File: src/rtl/prefetch_issue_queue_pkg.sv
// Shared defaults and types for the prefetch issue queue and its recently-issued filter.
package prefetch_issue_queue_pkg;

    localparam int unsigned PIQ_DEPTH = 4;   // queue entries (power of 2, >= 2)
    localparam int unsigned PIQ_FILT  = 4;   // recently-issued filter entries (>= 1)
    localparam int unsigned PIQ_AW    = 16;  // address width, matches isb addr
    localparam int unsigned PIQ_DCW   = 16;  // drop_count width

    // What leaves the head of the queue on the coming edge.
    typedef enum logic [1:0] {
        POP_NONE  = 2'd0,
        POP_ISSUE = 2'd1,
        POP_KILL  = 2'd2
    } pop_e;

    // Index width for an n-entry structure; never narrower than one bit.
    function automatic int unsigned idx_w(input int unsigned n);
        return (n > 1) ? $clog2(n) : 1;
    endfunction

endpackage

File: src/rtl/prefetch_issue_queue_pf_filter.sv
// Small CAM of recently issued prefetch addresses. Insertions replace entries
// round-robin; lookup is combinational against the current (pre-edge) contents.
module pf_filter
    import prefetch_issue_queue_pkg::*;
#(
    parameter int unsigned FILT = PIQ_FILT,
    parameter int unsigned AW   = PIQ_AW
) (
    input  logic          clk,
    input  logic          reset,
    input  logic          ins_valid,
    input  logic [AW-1:0] ins_addr,
    input  logic [AW-1:0] lookup_addr,
    output logic          hit
);

    localparam int unsigned PW = idx_w(FILT);

    logic [AW-1:0]   r_addr [FILT];
    logic [FILT-1:0] r_vld;
    logic [PW-1:0]   r_ptr;
    logic            w_hit;

    // Entry storage, valid bits and round-robin replacement pointer.
    always_ff @(posedge clk) begin
        if (reset) begin
            r_vld <= '0;
            r_ptr <= '0;
        end else if (ins_valid) begin
            r_addr[r_ptr] <= ins_addr;
            r_vld[r_ptr]  <= 1'b1;
            r_ptr         <= (r_ptr == PW'(FILT - 1)) ? '0 : r_ptr + PW'(1);
        end
    end

    // Associative match of the lookup address against every valid entry.
    always_comb begin
        w_hit = 1'b0;
        for (int unsigned i = 0; i < FILT; i++) begin
            if (r_vld[i] && (r_addr[i] == lookup_addr)) begin
                w_hit = 1'b1;
            end
        end
    end

    assign hit = w_hit;

endmodule

File: src/rtl/prefetch_issue_queue.sv
// Prefetch issue queue: buffers isb prefetch candidates, drops duplicates of queued,
// recently issued or concurrently demanded lines, squashes queued lines that demand
// traffic has since covered, and issues survivors in order over valid/ready.
module prefetch_issue_queue
    import prefetch_issue_queue_pkg::*;
#(
    parameter int unsigned DEPTH = PIQ_DEPTH,
    parameter int unsigned FILT  = PIQ_FILT,
    parameter int unsigned AW    = PIQ_AW
) (
    input  logic               clk,
    input  logic               reset,
    input  logic               pf_valid,
    input  logic [AW-1:0]      pf_addr,
    input  logic               dmd_valid,
    input  logic [AW-1:0]      dmd_addr,
    output logic               mem_valid,
    output logic [AW-1:0]      mem_addr,
    input  logic               mem_ready,
    output logic               full,
    output logic [PIQ_DCW-1:0] drop_count
);

    localparam int unsigned PW = idx_w(DEPTH);
    localparam int unsigned CW = $clog2(DEPTH) + 1;

    // Queue state
    logic [AW-1:0]      r_entry [DEPTH];
    logic [DEPTH-1:0]   r_kill;
    logic [PW-1:0]      r_head;
    logic [PW-1:0]      r_tail;
    logic [CW-1:0]      r_count;
    logic [PIQ_DCW-1:0] r_drop;

    // Combinational control
    logic               w_mem_valid;
    logic               w_full;
    logic [DEPTH-1:0]   w_occ;
    logic [DEPTH-1:0]   w_kset;
    logic [DEPTH-1:0]   w_kill_nxt;
    logic               w_q_hit;
    logic               w_flt_hit;
    logic               w_dmd_hit;
    logic               w_enq;
    logic               w_drop;
    logic               w_pop;
    pop_e               w_pop_kind;
    logic [PW-1:0]      w_off;

    assign w_full      = (r_count == CW'(DEPTH));
    assign w_mem_valid = (r_count != '0) && !r_kill[r_head];

    assign mem_valid  = w_mem_valid;
    assign mem_addr   = r_entry[r_head];
    assign full       = w_full;
    assign drop_count = r_drop;

    pf_filter #(
        .FILT (FILT),
        .AW   (AW)
    ) u_filter (
        .clk         (clk),
        .reset       (reset),
        .ins_valid   (w_pop_kind == POP_ISSUE),
        .ins_addr    (r_entry[r_head]),
        .lookup_addr (pf_addr),
        .hit         (w_flt_hit)
    );

    // Occupancy mask, duplicate detection against queued entries and demand squash set.
    always_comb begin
        w_occ   = '0;
        w_kset  = '0;
        w_q_hit = 1'b0;
        w_off   = '0;
        for (int unsigned i = 0; i < DEPTH; i++) begin
            // Distance from head wraps naturally because DEPTH is a power of 2.
            w_off    = PW'(i) - r_head;
            w_occ[i] = (CW'(w_off) < r_count);
            if (w_occ[i] && (r_entry[i] == pf_addr)) begin
                w_q_hit = 1'b1;
            end
            // A head already presented on the bus is never withdrawn.
            if (w_occ[i] && dmd_valid && (r_entry[i] == dmd_addr) &&
                !((PW'(i) == r_head) && w_mem_valid)) begin
                w_kset[i] = 1'b1;
            end
        end
    end

    // Accept/drop decision, head disposition and next kill vector.
    always_comb begin
        w_dmd_hit = dmd_valid && (dmd_addr == pf_addr);
        w_enq     = pf_valid && !w_full && !w_q_hit && !w_flt_hit && !w_dmd_hit;
        w_drop    = pf_valid && !w_enq;

        w_pop_kind = POP_NONE;
        if (r_count != '0) begin
            if (r_kill[r_head]) begin
                w_pop_kind = POP_KILL;
            end else if (mem_ready) begin
                w_pop_kind = POP_ISSUE;
            end
        end
        w_pop = (w_pop_kind != POP_NONE);

        // A slot being refilled starts live regardless of its previous kill state.
        w_kill_nxt = r_kill | w_kset;
        if (w_enq) begin
            w_kill_nxt[r_tail] = 1'b0;
        end
    end

    // Queue pointers, occupancy count, entry storage and kill bits.
    always_ff @(posedge clk) begin
        if (reset) begin
            r_head  <= '0;
            r_tail  <= '0;
            r_count <= '0;
            r_kill  <= '0;
            for (int unsigned i = 0; i < DEPTH; i++) begin
                r_entry[i] <= '0;
            end
        end else begin
            r_kill <= w_kill_nxt;
            if (w_enq) begin
                r_entry[r_tail] <= pf_addr;
                r_tail          <= r_tail + PW'(1);
            end
            if (w_pop) begin
                r_head <= r_head + PW'(1);
            end
            case ({w_enq, w_pop})
                2'b10:   r_count <= r_count + CW'(1);
                2'b01:   r_count <= r_count - CW'(1);
                default: r_count <= r_count;
            endcase
        end
    end

    // Saturating count of rejected candidates.
    always_ff @(posedge clk) begin
        if (reset) begin
            r_drop <= '0;
        end else if (w_drop && (r_drop != '1)) begin
            r_drop <= r_drop + PIQ_DCW'(1);
        end
    end

endmodule

File: config.mk
export PLATFORM = sky130hd
export DESIGN_NAME = prefetch_issue_queue
export DESIGN_NICKNAME = d
export VERILOG_FILES = /design/src/rtl/prefetch_issue_queue_pkg.sv /design/src/rtl/prefetch_issue_queue_pf_filter.sv /design/src/rtl/prefetch_issue_queue.sv
export SDC_FILE = /design/constraint.sdc
export NUM_CORES = 1
export LEC_CHECK = 0
export BUFFER_PORTS_ARGS = -buffer_cell sky130_fd_sc_hd__buf_2
export CAP_MARGIN = 0
export CORE_MARGIN = 4
export CORE_UTILIZATION = 35
export DETAILED_ROUTE_END_ITERATION = 10
export GPL_ROUTABILITY_DRIVEN = 0
export MAX_ROUTING_LAYER = met4
export PLACE_DENSITY = 0.52
export SLEW_MARGIN = 20
export SYNTH_ARGS = -nofsm -noshare
export SYNTH_HDL_FRONTEND = slang
export SYNTH_HIERARCHICAL = 1
export SYNTH_SLANG_ARGS = --single-unit
File: constraint.sdc
create_clock -name clk -period 5.5 [get_ports clk]
set_input_delay 0.825 -clock clk [delete_from_list [all_inputs] [get_ports clk]]
set_output_delay 0.825 -clock clk [all_outputs]
set_load 0.05 [all_outputs]
==> flow_results.org <==
** Worst setup path
- The largest individual stage delay along the critical path comes from the cell sky130_fd_sc_hd__or4_1.
- Worst EP required :: 5.60 ns
- Critical path peak fanout :: 17
- Kind of critical path :: in -> reg
- Data arrives at the worst endpoint at 3.92 ns.
- The worst setup path is launched from a primary input.
- Worst Setup End Kind :: flop
- For this run, the slowest stage of the critical path takes 0.57 ns.
- Chain of cells forming the critical path :: buf_2 -> xor2_1 -> nor4_1 -> nand4_1 -> nor4_1 -> or4_1 -> nor3b_1 -> o21ai_1 -> nor4_4 -> inv_2 -> nor4_4 -> or2_2

** Synthesis
- The netlist uses 50 different library cells.
- Counting flops and latches in the post-synthesis netlist gives 163.
- The share of synthesized area in the top cell type comes to 0.4150.
- Main area contributors after synthesis :: sky130_fd_sc_hd__edfxtp_1, sky130_fd_sc_hd__xor2_1, sky130_fd_sc_hd__xnor2_1, sky130_fd_sc_hd__dfxtp_1, sky130_fd_sc_hd__mux4_2
- Number of synthesis warnings :: 6
- Share of synthesized area occupied by flip-flops and latches :: 0.4907
- Area leader, netlist :: sky130_fd_sc_hd__edfxtp_1
- Each instance of the synthesized netlist takes up on average 11.98 um^2.
- Mapped Nets :: 829
- In this run the cell area of the synthesized design comes to 0.009261 mm^2.
- Post-synthesis instance total :: 773

** Power
- For this design the static power due to leakage is 3.779 nW.
- The share of total power dissipated in sequential elements is 0.414.
- The share of total power dissipated in combinational logic is 0.284.
- In this run the power density over the cells is 384.8 mW/mm^2.
- Power share of the clock group :: 0.302
- In this run the power spent charging and discharging nets is 1.482 mW.
- Pint :: 2.481 mW
- IR analysis of the VDD net gives a maximum drop of 0.2567 mV.
- Net switching share of the total power :: 0.3740

** Flow run
- Max-cap violations in this run came to 0.

** Drt
- Count of routing violations after the opening detailed-route iteration :: 419
- In this run the remaining antenna-violating nets after routing total 0.
- Vias post-DR :: 6014
- Number of iterations in the first detailed-routing pass :: 5
- In the final routed layout, each cell accounts on average for 22.87 um.
- Using the TritonRoute via totals, the vias-per-cell ratio works out to 5.193.
- Detailed Route WL :: 26490 um
- DR DRC count :: 0

** Placed design
- Instance area at placement :: 0.009709 mm^2
- Port-buffer cells :: 70
- Once detailed placement completed, the half-perimeter wirelength came to 19690 um.

** Floorplanning
- After floorplanning, the core was sized to cover 0.02606 mm^2.
- Area of the die :: 0.02913 mm^2
- The die is 170.7 um tall.
- The initial utilization of the core area, before any placement, comes to 0.3554.
- Site Rows :: 59
- The die is 170.7 um wide.
- I/O pins :: 71

** Cells and area
- Fill cell total of the finished layout :: 2504
- Antenna diode count :: 0
- Area Growth Syn to Fin :: 11.20%
- The net count of the finished layout is 866.
- Of the cells placed in the final design, the portion with a size suffix greater than 1 is 0.1835.
- Summing all non-filler instances in the final layout gives an area of 0.01030 mm^2.

** STA
- Dividing the final minimum period by the clock period gives 0.6952.
- RSZ-0062 raised after global routing :: false
- Final worst hold slack :: 0.4605 ns
- Least-Margin Pin Slew :: 1.095 ns
- Aggregate negative setup slack :: 0 ns
- Clock skew :: 0.01302 ns
- The number of pins with negative max-slew slack in the final report is 0.
- Final period demand of the worst path :: 3.823 ns
- Based on the critical path, the design can be clocked at up to 0.2616 GHz.
- Setup violations remaining at the end of the flow were counted as 0.
- Number of endpoints with negative hold slack in the final report :: 0
- Remaining max-slew budget at the tightest pin :: 0.2689

** Global route
- Vias in the first global route :: 6065
- Largest net degree at the start of global routing :: 31
- The first global-routing pass estimated 39340 um of wire.
- Antenna violations before repair :: 0
- All-layer global routing usage :: 0.1900
- GRT overflow :: 0

** Clock tree
- The number of clock buffers added by TritonCTS is 17.
- TritonCTS built the clock tree.
- Depth of the CTS H-tree :: 4
- Worst-Skew Late Latency :: 0.44 ns
- Worst-path clk slew :: 0.07 ns
- For this design, the sink count on the clock tree is 163.
- Buffers inserted to repair hold after CTS numbered 0.
- Clock tree buffer depth :: 2
- The number of setup buffers added after CTS is 0.
- Gates resized during post-CTS repair numbered 0.
- In this run the clock root is driven by a sky130_fd_sc_hd__clkbuf_16.

** Worst hold path
- In this run the worst hold path is classified as reg -> reg.

** Status
- The run finished with clean final reports.
==> path summary, 6_finish.rpt <==
kind,slack (ns),start,cells past startpoint,endpoint
setup / recovery,1.68,pf_addr[0],12,r_entry[0][6]
hold / removal,0.46,u_filter/r_vld[1],1,u_filter/r_vld[1]
setup reg to reg,2.04,u_filter/r_addr[0][9],11,r_entry[0][6]
hold reg to reg,0.46,u_filter/r_vld[1],1,u_filter/r_vld[1]
==> through the flow <==
stage	power, mW	utilization	cells	setup WS, ns
finish	3.963	0.3952	1158	1.677
global route	4.149	0.3952	1158	1.425
CTS	4.007	0.3952	1158	1.669
detailed placement	2.807	0.3726	1126	1.211
global placement	2.806	0.3726	1126	1.313
floorplan	2.453	-	773	2.107
==> cell families after synthesis <==
kind of cell / synth area share
buffers and inverters: 0.04580
xor gates and xnor gates: 0.2005
DFF: 0.4907
and+or+nand+nor: 0.1547
AOI/OAI and AO/OA: 0.02513
muxes: 0.05674
adders and majority gates: 0.02648
==> power groups by stage <==
stage               Clock (mW)  Sequential, mW  Combinational, mW
global route              1.27            1.65               1.22
detailed placement           0            1.67               1.14
finish                    1.20            1.64               1.13
CTS                       1.22            1.64               1.15
global placement             0            1.67               1.14
floorplan                    0            1.62              0.836
==> synthesized netlist by cell type (all sizes together) <==
master  number
edfxtp     128
or4          3
o31ai        3
nor4        41
buf         45
o21ai        5
or3          7
nand4       26
fa           1
inv         13
a31oi        2
xnor2       85
xor2       127
mux2i        3
dfxtp       35
nor2b       11
and4         1
mux2        10
a211oi       4
nor2        29
a31o         2
and3        19
and2        53
o22ai        1
nor4b        2
nand2b       3
mux4        17
nand3       12
nor3b        2
nor3        10
o21bai       1
a21oi       15
clkbuf      13
a21o         4
ha          18
nand2       19
or2          3
==> worst max-delay path, delay by kind of cell <==
family | cells | cell delay (ns)
AND/OR/NAND/NOR | 8 | 2.26
buffers and inverters | 2 | 0.51
XOR/XNOR | 1 | 0.19
AO/OA/AOI/OAI | 1 | 0.12
==> cell usage in the layout, fill, tap and decap left out, drive strengths merged, types with 17 or more instances in the layout <==
cell type  synthesis  layout
ha                18      18
dfxtp             35      35
xnor2             85      85
clkbuf            13      17
and2              53      53
nand4             26      26
xor2             127     127
and3              19      19
edfxtp           128     128
nand2             19      19
nor4              41      41
buf               45      76
mux4              17      17
nor2              29      29
inv               13      21
==> area by class of cell <==
cell class,instances,area [um^2],share of cell area
flip-flops and latches,163,4544,0.4413
inverters,13,48.80,0.004738
clock inverters,15,163.9,0.01592
repair buffers,76,395.4,0.03839
multi-input cells,539,4302,0.4177
clock buffers,17,425.4,0.04131
well taps,335,419.2,0.04070
==> metal layers <==
metal	vias up	track usage	share of wire
li1	2802	-	-
met1	2987	0.2319	0.42
met2	169	0.3067	0.49
met3	56	0.02957	0.042
met4	0	0.09618	0.047
met5	-	-	0
==> flip-flops by register name, summed over array words and instances (netlist names), named ones only <==
name	cells
r_entry	64
u_filter/r_addr	64
drop_count	16
r_kill	4
u_filter/r_vld	4
r_count	3
r_head	2
r_tail	2
u_filter/r_ptr	2
No activity file was read; power rests on OpenSTA's default activity.
